**config.mk**
```make
export PLATFORM = sky130hd
export DESIGN_NAME = par_serial_lane_flat
export DESIGN_NICKNAME = d
export VERILOG_FILES = /design/src/rtl/phy_tx_pkg.sv /design/src/rtl/par_serial_lane_if.sv /design/src/rtl/par_serial_lane.sv /design/src/flat_wrapper.sv
export SDC_FILE = /design/constraint.sdc
export NUM_CORES = 1
export LEC_CHECK = 0
export ABC_AREA = 0
export ABC_CLOCK_PERIOD_IN_PS = 3500
export CAP_MARGIN = 10
export CELL_PAD_IN_SITES_DETAIL_PLACEMENT = 1
export CELL_PAD_IN_SITES_GLOBAL_PLACEMENT = 2
export CORE_MARGIN = 2
export CORE_UTILIZATION = 39
export CTS_BUF_LIST = sky130_fd_sc_hd__clkbuf_16
export DETAILED_ROUTE_END_ITERATION = 10
export DONT_BUFFER_PORTS = 1
export HOLD_SLACK_MARGIN = 0.08
export PLACE_DENSITY = 0.75
export SYNTH_ARGS = -nofsm -noshare
export SYNTH_HDL_FRONTEND = slang
export SYNTH_SLANG_ARGS = --single-unit
```
**constraint.sdc**
```tcl
create_clock -name clk_8f -period 3.5 [get_ports clk_8f]
set_input_delay 0.7 -clock clk_8f [delete_from_list [all_inputs] [get_ports clk_8f]]
set_output_delay 0.7 -clock clk_8f [all_outputs]
set_load 0.02 [all_outputs]
```
**src/rtl/phy_tx_pkg.sv**
```systemverilog
// Shared PHY TX/RX lane definitions: alignment/idle symbols and lane state.
// The RX deserializer reuses COM and IDLE for comma detection.
package phy_tx_pkg;

  localparam logic [7:0] COM  = 8'hBC;
  localparam logic [7:0] IDLE = 8'h7C;

  typedef enum logic {
    SYNC   = 1'b0,
    ACTIVE = 1'b1
  } lane_state_e;

  // Byte placed in the shift register at a byte boundary.
  function automatic logic [7:0] lane_load_byte(input lane_state_e state,
                                                input logic        valid,
                                                input logic [7:0]  data);
    logic [7:0] b;
    b = COM;
    if (state == ACTIVE) begin
      b = valid ? data : IDLE;
    end
    return b;
  endfunction

endpackage

```
**src/rtl/par_serial_lane_if.sv**
```systemverilog
// Lane handshake between the byte striper (master) and the serializer (slave).
interface par_serial_lane_if;
  import phy_tx_pkg::*;

  logic [7:0] data_in;
  logic       valid_in;
  logic       data_out;
  logic       byte_req;
  logic       active;

  modport master (
    output data_in,
    output valid_in,
    input  data_out,
    input  byte_req,
    input  active
  );

  modport slave (
    input  data_in,
    input  valid_in,
    output data_out,
    output byte_req,
    output active
  );

endinterface

```
**src/rtl/par_serial_lane.sv**
```systemverilog
// Per-lane parallel-to-serial converter: SYNC_BYTES COM bytes after reset,
// then lane data (or IDLE) shifted out MSB-first, one bit per clk_8f.
module par_serial_lane
  import phy_tx_pkg::*;
#(
  parameter int SYNC_BYTES = 4
) (
  input  logic             clk_8f,
  input  logic             reset,
  par_serial_lane_if.slave lane
);

  localparam int SYNC_W = (SYNC_BYTES < 1) ? 1 : $clog2(SYNC_BYTES + 1);
  localparam logic [SYNC_W-1:0] SYNC_LAST = SYNC_W'(SYNC_BYTES - 1);
  localparam logic [SYNC_W-1:0] SYNC_ONE  = SYNC_W'(1);

  logic [7:0]        shift_reg_q, shift_reg_d;
  logic [2:0]        bit_cnt_q,   bit_cnt_d;
  lane_state_e       state_q,     state_d;
  logic [SYNC_W-1:0] sync_cnt_q,  sync_cnt_d;
  logic              load;

  // bit_cnt==7 marks the last bit of the current byte; the next edge loads.
  assign load = (bit_cnt_q == 3'd7);

  always_comb begin
    shift_reg_d = {shift_reg_q[6:0], 1'b0};
    bit_cnt_d   = bit_cnt_q + 3'd1;
    state_d     = state_q;
    sync_cnt_d  = sync_cnt_q;

    if (load) begin
      shift_reg_d = lane_load_byte(state_q, lane.valid_in, lane.data_in);
      if (state_q == SYNC) begin
        sync_cnt_d = sync_cnt_q + SYNC_ONE;
        // Last COM load flips to ACTIVE so the next boundary samples data.
        if (sync_cnt_q == SYNC_LAST) begin
          state_d = ACTIVE;
        end
      end
    end
  end

  always_ff @(posedge clk_8f or posedge reset) begin
    if (reset) begin
      shift_reg_q <= 8'h00;
      bit_cnt_q   <= 3'd7;
      state_q     <= SYNC;
      sync_cnt_q  <= '0;
    end else begin
      shift_reg_q <= shift_reg_d;
      bit_cnt_q   <= bit_cnt_d;
      state_q     <= state_d;
      sync_cnt_q  <= sync_cnt_d;
    end
  end

  assign lane.data_out = shift_reg_q[7];
  assign lane.byte_req = load;
  assign lane.active   = (state_q == ACTIVE);

endmodule

```
**src/flat_wrapper.sv**
```systemverilog
// flat-port wrapper written by rule: the top's interface ports become plain ports
module par_serial_lane_flat import phy_tx_pkg::*;
#(
  parameter int SYNC_BYTES = 4
)
  (clk_8f, reset, lane_data_in, lane_valid_in, lane_data_out, lane_byte_req, lane_active);
  par_serial_lane_if lane_i ();
  input  logic clk_8f;
  input  logic reset;
  input wire logic [$bits(lane_i.data_in)-1:0] lane_data_in;
  input wire logic [$bits(lane_i.valid_in)-1:0] lane_valid_in;
  output wire logic [$bits(lane_i.data_out)-1:0] lane_data_out;
  output wire logic [$bits(lane_i.byte_req)-1:0] lane_byte_req;
  output wire logic [$bits(lane_i.active)-1:0] lane_active;
  assign lane_i.data_in = lane_data_in;
  assign lane_i.valid_in = lane_valid_in;
  assign lane_data_out = lane_i.data_out;
  assign lane_byte_req = lane_i.byte_req;
  assign lane_active = lane_i.active;
  par_serial_lane #(.SYNC_BYTES(SYNC_BYTES)) u_core (.clk_8f(clk_8f), .reset(reset), .lane(lane_i));
endmodule
```
# After elaboration in Yosys (flattened, before gate mapping)
# Cells that the tools add are included.
[totals]
register_bits = 15
input_bits = 11
word_cells = 15
[op_classes]
n_mux = 5
addsub = 2
bitwise_logic = 1
n_eq_ne = 2
n_reduce_logical = 1
[op_table]
columns = ["operator", "n"]
rows = [
  ["8-bit 2-to-1 mux", 3],
  ["3-bit by 1-bit adder with 3-bit output (second input constant)", 2],
  ["3-bit by 2-bit equality test with 1-bit output (second input constant)", 1],
  ["3-bit equality test (second input constant)", 1],
  ["1-bit 2-to-1 mux", 2],
  ["2-bit AND reduction", 1],
  ["1-bit inverter", 1],
]

# Depth between registers and ports, before layout
# Gate-level depths: netlist (run 1).
[depth]
ltp_word = 3
depth_mapped = 5
depth_no_buf = 4

# Worst setup path after synthesis (run 1)
# Ideal clock, no wire load.
[synth_timing]
path_type = "register to output"
from = "reg u_core.bit_cnt_q[0]"
to = "out lane_byte_req"
setup_slack_ps = 1872
stages_incl_launch_ff = 3
t_arrival_ps = 928
t_required_ps = 2800
n_path_buf = 0
path_cell_list = "dfstp_2 -> ha_1 -> ha_1"
[synth_between]
elab_chain_len = 1
[synth_rtl]
columns = ["item", "line", "source"]
rows = [
  ["start, declared", "par_serial_lane.sv:18", "logic [2:0] bit_cnt_q, bit_cnt_d;"],
  ["start signal, assigned", "par_serial_lane.sv:52", "bit_cnt_q <= bit_cnt_d;"],
  ["3-bit equality test", "par_serial_lane.sv:24", "assign load = (bit_cnt_q == 3'd7);"],
  ["end, declared", "flat_wrapper.sv:13", "output wire logic [$bits(lane_i.byte_req)-1:0] lane_byte_req;"],
]
# No other way between the ends.

# Worst setup path after layout (run 1)
[layout_timing]
from = "reg u_core.bit_cnt_q[0]"
to = "reg u_core.sync_cnt_q[1]"
[layout_between]
elab_chain_len = 2
[layout_rtl]
columns = ["item", "line", "source"]
rows = [
  ["3-bit equality test", "par_serial_lane.sv:24", ""],
  ["2-bit AND reduction (no line)", "n/a", ""],
  ["end signal, assigned", "par_serial_lane.sv:54", "sync_cnt_q <= sync_cnt_d;"],
  ["end, declared", "par_serial_lane.sv:20", "logic [SYNC_W-1:0] sync_cnt_q, sync_cnt_d;"],
]
# No other way between the ends.
# A chain may end at the register's enable or synchronous reset.

==> metrics.md, run 1 <==
| Metric | Value |
|---|---|
| Wire length of the first global-routing pass | 1863 um |
| Worst Max-Slew Pin Slew | 0.5444 ns |
| Critical Path Max Stage Delay | about 0.53 ns |
| CP Buf/Inv Count | 0 |
| Number of antenna violations at the first check in global routing | 0 |
| Synthesized instance count | 53 |
| Cell with the largest stage delay on the worst path | sky130_fd_sc_hd__dfstp_2 |
| GR Overflow Total | 0 |
| Cell family with most CP delay | adder cells |
| First-pass iteration count of the detailed router | 4 |
| DRC errors left | 0 |
| Vias after detailed routing | around 370 |
| Setup repair after global routing missed its margin | false |
| Proportion of layout cells with a drive suffix above 1 | 0.1429 |
| Area of the die | 1940 sq um |
| End of the worst register-to-register path | u_core.sync_cnt_q[1]$_DFFE_PP0P_ |
| Cell area power density | ~560 nW/um^2 |
| Skew final | 0.0009555 ns |
| FP Rows | 14 |
| Cell repeated most along the worst path | sky130_fd_sc_hd__ha_1 |
| Met3 routed WL | about 35 um |
| Average cell area after synthesis | 11.80 sq um |
| Category of the worst setup path capture point | register |
| Final setup violation count | 0 |
| Setup fix buffers added after clock tree synthesis | 0 |
| Post-synthesis instance area | approximately 630 sq um |
| Outcome | finished, final reports clean |
| Leak | 0.0003739 uW |
| Top achievable clock speed | just over 500 MHz |
| Switching pwr | between 70 and 80 uW |
| Number of buffers created by CTS | 3 |
| Switching share of power | 0.1780 |
| Cells along the critical path | ha_1 > ha_1 > nor2b_4 > mux2_1 |
| Overall die width | roughly 44 um |
| Detailed Place HPWL | 762.8 um |
| Max-slew headroom | 0.6367 |
| Hold Vio Cnt, Final | 0 |
| Pin count of the biggest net entering global routing | 17 |
| Crit path max fanout | 16 |
| Growth of design area from synthesis to finish | 15.20% |
| Post-route worst hold slack | a little under 0.4 ns |
| H-tree levels | 1 |
| Part of the total power dissipated in sequential elements | 0.445 |
| Count of cells resized by post-cts repair | 0 |
| # nets final | 73 |
| Logic depth of the worst register-to-register path | 4 |
| Wire length reported by the detailed router | about 1100 um |
| Reg-to-Reg Start | u_core.bit_cnt_q[0]$_DFF_PP1_ |
| Clock tree from TritonCTS | done |
| Uppermost layer routed | met3 |
| Max Slew Vio Count | 0 |
| Via count of the first global-routing pass | 425 |
| Warning count from the yosys run | 0 |
| WL/cell | approximately 15 um |
| Deepest clock path buffer count | 2 |
| Post-DRT Antenna Nets | 0 |
| Cell variety after synth | 19 |
| Combinational power share | 0.025 |
| Slack of the worst reg-to-reg path | 1.56 ns |
| Dominant combinational cell family by area after synthesis | simple AND/OR/NAND/NOR gates |
| Clock root buffer | sky130_fd_sc_hd__clkbuf_16 |
| FF+latch count, synth | 15 |
| Peak ir drop on the vdd network | between 0.2 and 0.3 mV |
| Reg clk slew, reported paths | 0.05 ns |
| Crit path DAT | approximately 2 ns |
| Hold bufs inserted after CTS | 0 |
| Vias per std cell | 5.181 |
| Classification of the worst-slack hold path | input pin to async pin |
| Required time of the worst setup path | about 3.6 ns |
| Die span in y | roughly 44 um |
| Sort of element at the start of the critical path | register |
| Relative contribution of the clock network to total power | 0.531 |
| Fraction of the mapped netlist area in compound gates | 0.08000 |
| Diode insertion count for antenna repair | 0 |
| Final estimated routing congestion in global placement | 0.6398 |
| Setup TNS after final layout | 0 ns |
| Internal Pwr Total | between 300 and 400 uW |
| Initial core utilization | 0.4153 |
| Clock insertion delay at the later pin of the skew report | 0.24 ns |
| Post-synthesis adder-cell area fraction | 0.1000 |
| Count of boundary I/O pins | 14 |
| TritonCTS Sinks | 15 |
| Ratio of final minimum period to clock period | 0.5549 |
| Met2 layer wire length in the routed design | 579 um |
| Detailed router's first-iteration violation count | 1 |
| Sequential cell area fraction in the yosys report | 0.6060 |
| Met1 layer wirelength in the final routing | roughly 450 um |
| Share of the synthesized netlist area taken by xor and xnor gates | 0.01400 |
| Portion of netlist area occupied by mux cells | 0.03400 |
| Net count after synthesis | 69 |
| Worst Setup Path Type | register to register |
| Max-cap violations | 0 |
| Standard cell core area | ~1500 sq um |
| Total GRT Usage | 0.1382 |
| Port Buffer Count | 0 |
| Simple logic cell fraction of the synthesized area | 0.1040 |
| Fin crit period | a little under 2 ns |
## placed cells by master (no fill, tap or decap), drive strengths merged
cell,netlist,layout
dfrtp,12,12
nand2,2,2
nor2b,2,2
a31oi,5,5
nor2,5,5
inv,9,9
nand4,1,1
xor2,1,1
o22ai,1,1
and2,1,1
mux2,1,1
o21ai,1,1
a21o,1,1
and3,1,1
dfstp,3,3
mux2i,1,1
clkinv,0,1
ha,5,5
clkbuf,0,3
## cells in the mapped netlist
| master | instances | area, sq um |
|---|---|---|
| sky130_fd_sc_hd__dfrtp_1 | 12 | 300.3 |
| sky130_fd_sc_hd__inv_1 | 9 | 33.78 |
| sky130_fd_sc_hd__a31oi_1 | 5 | 31.28 |
| sky130_fd_sc_hd__ha_1 | 5 | 62.56 |
| sky130_fd_sc_hd__nor2_1 | 5 | 18.77 |
| sky130_fd_sc_hd__dfstp_2 | 3 | 78.83 |
| sky130_fd_sc_hd__nand2_1 | 2 | 7.510 |
| sky130_fd_sc_hd__a21o_1 | 1 | 7.510 |
| sky130_fd_sc_hd__and2_1 | 1 | 6.260 |
| sky130_fd_sc_hd__and3_1 | 1 | 6.260 |
| sky130_fd_sc_hd__buf_2 | 1 | 5.000 |
| sky130_fd_sc_hd__mux2_1 | 1 | 11.26 |
| sky130_fd_sc_hd__mux2i_1 | 1 | 10.01 |
| sky130_fd_sc_hd__nand4_1 | 1 | 6.260 |
| sky130_fd_sc_hd__nor2b_1 | 1 | 6.260 |
| sky130_fd_sc_hd__nor2b_4 | 1 | 13.76 |
| sky130_fd_sc_hd__o21ai_0 | 1 | 5.000 |
| sky130_fd_sc_hd__o22ai_1 | 1 | 6.260 |
| sky130_fd_sc_hd__xor2_1 | 1 | 8.760 |
## layout make-up
cell class / count / area [sq um]
Fill cell: 170 / 785.8
Sequential cell: 15 / 379.1
Multi-Input combinational cell: 28 / 207.7
Clock buffer: 3 / 75.07
Inverter: 9 / 33.78
Tap cell: 16 / 20.02
Clock inverter: 1 / 5.005
## per-stage QoR
stage                     worst slack (ns)  utilization  total power, uW  cell area, sq um  cells
after global placement               1.665       0.4252            191.9             640.6     68
final                                1.558       0.4784            405.2             720.7     72
after CTS                            1.554       0.4784            412.2             720.7     72
after detailed placement             1.564       0.4252            192.7             640.6     68
after floorplan                      1.872            -            190.2             625.6     53
after global routing                 1.442       0.4784            424.1             720.7     72
## logic make-up (layout without fill, tap and decap cells)
family | after synthesis | count (layout)
muxes | 2 | 2
xor gates and xnor gates | 1 | 1
DFF | 15 | 15
AOI/OAI and AO/OA | 8 | 8
and+or+nand+nor | 12 | 12
buffers and inverters | 10 | 13
adders and majority gates | 5 | 5
## worst reg2reg max path, stage by stage (launching register included)
cell and delay (ns):
sky130_fd_sc_hd__dfstp_2 0.53, sky130_fd_sc_hd__ha_1 0.17, sky130_fd_sc_hd__ha_1 0.50, sky130_fd_sc_hd__nor2b_4 0.29, sky130_fd_sc_hd__mux2_1 0.34
## layer usage
metal	vias up	track usage
met4	0	0.03636
li1	179	-
met1	187	0.1609
met3	0	0.06531
met2	7	0.2294
met5	-	0
## state kept, by name, indices dropped and copies added (netlist names)
register and cells:
u_core.shift_reg_q 8, u_core.lane.active 1, u_core.sync_cnt_q 3, u_core.bit_cnt_q 3
## worst max-delay path by stage
stage / endpoint / slack (ns) / cells past startpoint / startpoint
2_1_floorplan: lane_byte_req / 1.87 / 2 / u_core.bit_cnt_q[0]$_DFF_PP1_
3_3_place_gp: u_core.sync_cnt_q[1]$_DFFE_PP0P_ / 1.66 / 4 / u_core.bit_cnt_q[0]$_DFF_PP1_
3_5_place_dp: u_core.sync_cnt_q[1]$_DFFE_PP0P_ / 1.56 / 4 / u_core.bit_cnt_q[0]$_DFF_PP1_
4_1_cts: lane_byte_req / 1.55 / 2 / u_core.bit_cnt_q[0]$_DFF_PP1_
5_1_grt: u_core.sync_cnt_q[1]$_DFFE_PP0P_ / 1.44 / 4 / u_core.bit_cnt_q[0]$_DFF_PP1_
6_report: u_core.sync_cnt_q[1]$_DFFE_PP0P_ / 1.56 / 4 / u_core.bit_cnt_q[0]$_DFF_PP1_
## power by group through the flow
| stage | Combinational [uW] | Clock (uW) | Sequential, uW |
|---|---|---|---|
| after CTS | 10.3 | 222 | 180 |
| final | 9.95 | 215 | 180 |
| after detailed placement | 10.1 | 0 | 183 |
| after global placement | 9.36 | 0 | 183 |
| after global routing | 11.5 | 232 | 180 |
| after floorplan | 7.97 | 0 | 182 |
Power figures use the tool's default switching activity.
==> inputs of run 2 (changes only) <==
--- a/config.mk
+++ b/config.mk
@@ -6,17 +6,17 @@
 export NUM_CORES = 1
 export LEC_CHECK = 0
 export ABC_AREA = 0
-export ABC_CLOCK_PERIOD_IN_PS = 3500
+export ABC_CLOCK_PERIOD_IN_PS = 1650
 export CAP_MARGIN = 10
 export CELL_PAD_IN_SITES_DETAIL_PLACEMENT = 1
 export CELL_PAD_IN_SITES_GLOBAL_PLACEMENT = 2
 export CORE_MARGIN = 2
-export CORE_UTILIZATION = 39
+export CORE_UTILIZATION = 33
 export CTS_BUF_LIST = sky130_fd_sc_hd__clkbuf_16
 export DETAILED_ROUTE_END_ITERATION = 10
 export DONT_BUFFER_PORTS = 1
 export HOLD_SLACK_MARGIN = 0.08
-export PLACE_DENSITY = 0.75
+export PLACE_DENSITY = 0.67
 export SYNTH_ARGS = -nofsm -noshare
 export SYNTH_HDL_FRONTEND = slang
 export SYNTH_SLANG_ARGS = --single-unit
==> constraint.sdc (replaced) <==
create_clock -name clk_8f -period 1.65 [get_ports clk_8f]
set_input_delay 0.33 -clock clk_8f [delete_from_list [all_inputs] [get_ports clk_8f]]
set_output_delay 0.33 -clock clk_8f [all_outputs]
set_load 0.02 [all_outputs]
==> run 2 against run 1 <==
Effect of this change: wire length up 2.9%; global-route usage down 1.9 points; largest cell class unchanged; cell area up 3.8%; final cell count up 15%; clock skew about the same.
==> metrics.md, run 2 (synthesized netlist as in run 1, its figures left out) <==
| Metric | Value |
|---|---|
| Outcome | finished, final reports clean |
| Detailed Place HPWL | 780.6 um (+2.3%) |
| Post-place instance area | 659.4 sq um (+2.9%) |
| Worst Setup Path Type | register to output port |
| Setup TNS after final layout | 0 ns (unchanged) |
| Crit path max fanout | 2 (-14) |
| Vias per std cell | 4.554 (-12%) |
| Crit path DAT | 1.24 ns (-0.82 ns) |
| Biggest regs | u_core.shift_reg_q x8, u_core.bit_cnt_q x3, u_core.sync_cnt_q x3 |
| Final design utilization | 0.4241 (-0.05429) |
| Proportion of layout cells with a drive suffix above 1 | 0.1379 (-0.004926) |
| FP Rows | 15 (+1) |
| Reg-to-Reg Start | u_core.bit_cnt_q[0]$_DFF_PP1_ |
| Wire length reported by the detailed router | 1093 um (+2.9%) |
| Top achievable clock speed | between 600 and 700 MHz |
| Hold Vio Cnt, Final | 0 (unchanged) |
| Reg clk slew, reported paths | 0.05 ns (about the same) |
| Total GRT Usage | 0.1196 (-0.01860) |
| Max-cap violations | 0 (unchanged) |
| Number of flip-flops in the largest register | 8 (unchanged) |
| Area of the die | 2260 sq um (+16%) |
| First element of the critical path | u_core.bit_cnt_q[0]$_DFF_PP1_ |
| Commonest non-fill, non-tap cells in the layout | sky130_fd_sc_hd__dfrtp_1 (12), sky130_fd_sc_hd__inv_1 (10), sky130_fd_sc_hd__nor2_1 (5), sky130_fd_sc_hd__a31oi_1 (5), sky130_fd_sc_hd__ha_1 (5) |
| Pin count of the biggest net entering global routing | 16 (-1) |
| Cell with the largest stage delay on the worst path | sky130_fd_sc_hd__dfstp_2 |
| Max Slew Vio Count | 0 (unchanged) |
| Initial core utilization | 0.3546 (-0.06067) |
| Clock insertion delay at the later pin of the skew report | 0.24 ns (about the same) |
| Fin crit period | 1.565 ns |
| Vias after detailed routing | 378 (+1.3%) |
| Skew final | 0.0007550 ns (-0.0002005 ns) |
| Leading cell type in the layout, fill and taps excluded | sky130_fd_sc_hd__dfrtp_1 |
| TritonCTS Sinks | 15 (unchanged) |
| Critical Path Max Stage Delay | 0.53 ns (about the same) |
| Diode insertion count for antenna repair | 0 (unchanged) |
| Number of antenna violations at the first check in global routing | 0 (unchanged) |
| Placed cell count | 78 (+15%) |
| Classification of the worst-slack hold path | input pin to register |
| Detailed router's first-iteration violation count | 3 (+2) |
| Clock tree from TritonCTS | done |
| WL/cell | 13.17 um (-11%) |
| Worst Max-Slew Pin Slew | 0.5583 ns (+0.01392 ns) |
| Wire length of the first global-routing pass | 1794 um (-3.7%) |
| Max-slew headroom | 0.6274 (-0.009292) |
| Final estimated routing congestion in global placement | 0.6414 (+0.25%) |
| Required time of the worst setup path | 1.32 ns (-2.30 ns) |
| Standard cell core area | 1764 sq um (+17%) |
| Final non-filler cell area | 748.2 sq um (+3.8%) |
| Count of cells resized by post-cts repair | 0 (unchanged) |
| GR Overflow Total | 0 (unchanged) |
| Number of buffers created by CTS | 3 (unchanged) |
| Cells along the critical path | ha_1 > ha_1 |
| Count of boundary I/O pins | 14 (unchanged) |
| Post-DRT Antenna Nets | 0 (unchanged) |
| Cell area power density | 1147 nW/um^2 (+100%) |
| Clock root buffer | sky130_fd_sc_hd__clkbuf_16 |
| Port Buffer Count | 0 (unchanged) |
| Worst hold path startpoint | lane_data_in[5] |
| Die span in y | 47.54 um (+7.9%) |
| Via count of the first global-routing pass | 402 (-5.4%) |
| Largest register by flop count | u_core.shift_reg_q |
| Sort of element at the start of the critical path | register |
| Final setup violation count | 0 (unchanged) |
| Category of the worst setup path capture point | output port |
| Setup repair after global routing missed its margin | false |
| Ratio of final minimum period to clock period | 0.9488 |
| Deepest clock path buffer count | 2 (unchanged) |
| Cell repeated most along the worst path | sky130_fd_sc_hd__ha_1 |
| # nets final | 75 (+2.7%) |
| DRC errors left | 0 (unchanged) |
| Overall power consumption | 858.4 uW (+110%) |
| Growth of design area from synthesis to finish | 19.60% |
| Peak ir drop on the vdd network | 0.4831 mV (+63%) |
| First-pass iteration count of the detailed router | 3 (-1) |
| Filler-free cell count of the finished design | 83 (+15%) |
| Overall die width | 47.54 um (+7.9%) |
| Leak | 0.0003849 uW (+3.0%) |
| H-tree levels | 1 (unchanged) |
run 2: cell types whose count changed in the layout (fill, tap and decap cells not counted), sizes merged:
cell / before / now
buf: 0 / 1
clkinv: 1 / 0
dlygate4sd3: 0 / 1
inv: 9 / 10
run 2: metrics by stage:
stage                     hold slack, ns  worst slack, ns
after floorplan                   0.2293           0.1032
after global placement            0.3149           0.1852
after detailed placement          0.3139           0.1327
after CTS                         0.2285          0.06995
after global routing              0.2267          0.01338
final                             0.2334          0.08454
run 2: worst paths after layout:
kind                                                    end  cells past startpoint  slack, ns
setup / recovery                              lane_byte_req                      2       0.08
hold / removal              u_core.shift_reg_q[5]$_DFF_PP0_                      2       0.23
setup reg to reg           u_core.sync_cnt_q[1]$_DFFE_PP0P_                      4       0.13
hold reg to reg               u_core.bit_cnt_q[0]$_DFF_PP1_                      1       0.44
max in group asynchronous     u_core.bit_cnt_q[0]$_DFF_PP1_                      2       0.69
min in group asynchronous  u_core.sync_cnt_q[0]$_DFFE_PP0P_                      2       0.58
run 2: what timing repair did:
action                                 CTS  global route
hold buffers                             1             0
setup buffers                            0             0
endpoints found under the hold margin   12             0
run 2: worst max-delay path, delay by kind of cell (launching register included):
kind / cells / cell delay [ns]
fa+ha+maj: 2 / 0.47
flops: 1 / 0.53
run 2: final cells by class:
cell class	count	area, sq um
clock buffer	3	75.07
clock inverter	1	3.754
fill	210	1016
inverter	9	33.78
multi-input combinational	28	207.7
sequential	15	379.1
tap	25	31.28
timing repair buffer	2	17.52
run 2: metal layers:
| metal | wire [um] | GRT usage |
|---|---|---|
| met3 | 68 | 0.04528 |
| met4 | 4 | 0.06486 |
| met2 | 535 | 0.1757 |
| met5 | 0 | 0 |
| met1 | 485 | 0.1519 |
run 2: power breakdown:
group | total [uW] | internal (uW) | switching (uW) | leakage, uW
registers | 382 | 378 | 4.46 | 0.000168
clock network | 453 | 320 | 134 | 0.0000423
logic | 22.7 | 7.96 | 14.7 | 0.000175
==> inputs of run 3 (changes only) <==
--- a/config.mk
+++ b/config.mk
@@ -15,7 +15,6 @@
 export CTS_BUF_LIST = sky130_fd_sc_hd__clkbuf_16
 export DETAILED_ROUTE_END_ITERATION = 10
 export DONT_BUFFER_PORTS = 1
-export HOLD_SLACK_MARGIN = 0.08
 export PLACE_DENSITY = 0.67
 export SYNTH_ARGS = -nofsm -noshare
 export SYNTH_HDL_FRONTEND = slang
==> run 3 against run 2 <==
Effect of this change: critical path depth unchanged; via count down 0.53%; non-clock buffer count down 1; setup slack unchanged; count of clock-buffer cells in the layout unchanged; die area unchanged; global-route usage unchanged; clock power about the same.
==> metrics.md, run 3 (synthesized netlist as in run 1, its figures left out) <==
| Metric | Value |
|---|---|
| Outcome | finished, final reports clean |
| Cell repeated most along the worst path | sky130_fd_sc_hd__ha_1 |
| Cell with the largest stage delay on the worst path | sky130_fd_sc_hd__dfstp_2 |
| Peak ir drop on the vdd network | 0.4831 mV (about the same) |
| Detailed Place HPWL | 780.6 um (unchanged) |
| Overall die width | 47.54 um (unchanged) |
| Worst Setup Path Type | register to output port |
| Required time of the worst setup path | 1.32 ns (about the same) |
| Hold Vio Cnt, Final | 0 (unchanged) |
| Crit path max fanout | 2 (unchanged) |
| Number of buffers created by CTS | 3 (unchanged) |
| Fillers | 211 (+0.48%) |
| DRC errors left | 0 (unchanged) |
| Wire length reported by the detailed router | 1086 um (-0.64%) |
| Max Slew Vio Count | 0 (unchanged) |
| Port Buffer Count | 0 (unchanged) |
| Number of antenna violations at the first check in global routing | 0 (unchanged) |
| Clock insertion delay at the later pin of the skew report | 0.24 ns (about the same) |
| Final setup violation count | 0 (unchanged) |
| WL/cell | 13.24 um (+0.57%) |
| Clock root buffer | sky130_fd_sc_hd__clkbuf_16 |
| Largest register by flop count | u_core.shift_reg_q |
| Post-route worst hold slack | 0.02434 ns (-0.2090 ns) |
| Setup fix buffers added after clock tree synthesis | 0 (unchanged) |
| Worst Max-Slew Pin Slew | 0.5575 ns (-0.0008260 ns) |
| Vias per std cell | 4.585 (+0.68%) |
| Biggest regs | u_core.shift_reg_q x8, u_core.bit_cnt_q x3, u_core.sync_cnt_q x3 |
| Vias after detailed routing | 376 (-0.53%) |
| Category of the worst setup path capture point | output port |
| Count of cells resized by post-cts repair | 0 (unchanged) |
| Final estimated routing congestion in global placement | 0.6414 (unchanged) |
| Detailed router's first-iteration violation count | 3 (unchanged) |
| Max-cap violations | 0 (unchanged) |
| Filler-free cell count of the finished design | 82 (-1.2%) |
| Cell area power density | 1160 nW/um^2 (+1.1%) |
| Deepest clock path buffer count | 2 (unchanged) |
| Placed cell count | 78 (unchanged) |
| Setup repair after global routing missed its margin | false |
| Max-slew headroom | 0.6279 (about the same) |
| Leading cell type in the layout, fill and taps excluded | sky130_fd_sc_hd__dfrtp_1 |
| Diode insertion count for antenna repair | 0 (unchanged) |
| Ratio of final minimum period to clock period | 0.9488 (unchanged) |
| Area of the die | 2260 sq um (unchanged) |
| Classification of the worst-slack hold path | input pin to async pin |
| # nets final | 74 (-1.3%) |
| Reg clk slew, reported paths | 0.05 ns (about the same) |
| GR Overflow Total | 0 (unchanged) |
| Top achievable clock speed | 638.8 MHz (unchanged) |
| Sort of element at the start of the critical path | register |
| Leak | 0.0003808 uW (-1.1%) |
| FP Rows | 15 (unchanged) |
| Pin count of the biggest net entering global routing | 16 (unchanged) |
| TritonCTS Sinks | 15 (unchanged) |
| Die span in y | 47.54 um (unchanged) |
| Initial core utilization | 0.3546 (unchanged) |
| Hold bufs inserted after CTS | 0 (-1) |
| Commonest non-fill, non-tap cells in the layout | sky130_fd_sc_hd__dfrtp_1 (12), sky130_fd_sc_hd__inv_1 (10), sky130_fd_sc_hd__nor2_1 (5), sky130_fd_sc_hd__a31oi_1 (5), sky130_fd_sc_hd__ha_1 (5) |
| Wire length of the first global-routing pass | 1794 um (unchanged) |
| Cells along the critical path | ha_1 > ha_1 |
| Number of flip-flops in the largest register | 8 (unchanged) |
| Via count of the first global-routing pass | 402 (unchanged) |
| Critical Path Max Stage Delay | 0.53 ns (about the same) |
| Clock tree from TritonCTS | done |
| First-pass iteration count of the detailed router | 3 (unchanged) |
| Final non-filler cell area | 738.2 sq um (-1.3%) |
| Post-DRT Antenna Nets | 0 (unchanged) |
| Standard cell core area | 1764 sq um (unchanged) |
| Total GRT Usage | 0.1196 (unchanged) |
| Count of boundary I/O pins | 14 (unchanged) |
| Post-place instance area | 659.4 sq um (unchanged) |
| Skew final | 0.0007550 ns (unchanged) |
| Setup TNS after final layout | 0 ns (unchanged) |
| H-tree levels | 1 (unchanged) |
| Proportion of layout cells with a drive suffix above 1 | 0.1404 (+0.002420) |
| Cell family with most CP delay | flip-flops |
| Growth of design area from synthesis to finish | 18.00% |
| Fin crit period | 1.565 ns (unchanged) |
| CP Buf/Inv Count | 0 (unchanged) |
| Crit path DAT | 1.24 ns (about the same) |
-- run 3: cell types whose count changed in the layout (fill, tap and decap cells not counted), sizes merged --
cell	previous run	this run
dlygate4sd3	1	0
-- run 3: final timing paths --
path | start | to | slack [ns] | cells after the start
min in group clk_8f | lane_data_in[5] | u_core.shift_reg_q[5]$_DFF_PP0_ | 0.23 | 2
max reg2reg | u_core.bit_cnt_q[0]$_DFF_PP1_ | u_core.sync_cnt_q[1]$_DFFE_PP0P_ | 0.13 | 4
max in group asynchronous | reset | u_core.bit_cnt_q[0]$_DFF_PP1_ | 1.25 | 1
min reg2reg | u_core.bit_cnt_q[0]$_DFF_PP1_ | u_core.bit_cnt_q[0]$_DFF_PP1_ | 0.44 | 1
max | u_core.bit_cnt_q[0]$_DFF_PP1_ | lane_byte_req | 0.08 | 2
min | reset | u_core.sync_cnt_q[0]$_DFFE_PP0P_ | 0.02 | 1
-- run 3: metrics by stage --
stage                     setup slack, ns    util  power, uW
after detailed placement           0.1327  0.3738      409.4
after global placement             0.1852  0.3738      408.8
after floorplan                    0.1032       -      403.4
final                             0.08454  0.4184      856.5
after global routing              0.01338  0.4184      895.6
after CTS                         0.06995  0.4184      874.0
-- run 3: final cells by class --
class | count | area, sq um | area share
Tap cell | 25 | 31.28 | 0.04237
Timing Repair Buffer | 1 | 7.507 | 0.01017
Clock inverter | 1 | 3.754 | 0.005085
Clock buffer | 3 | 75.07 | 0.1017
Multi-Input combinational cell | 28 | 207.7 | 0.2814
Sequential cell | 15 | 379.1 | 0.5136
Inverter | 9 | 33.78 | 0.04576
-- run 3: metal layers --
metal / GRT usage / share of wire
met1: 0.1519 / 0.44
met2: 0.1757 / 0.49
met3: 0.04528 / 0.062
met4: 0.06486 / 0.0037
met5: 0 / 0
-- run 3: report_power, final --
group | internal [uW] | total [uW] | switching (uW)
clock | 320 | 453 | 134
sequential | 378 | 382 | 4.46
combinational | 6.44 | 20.9 | 14.4
total | 704 | 857 | 153
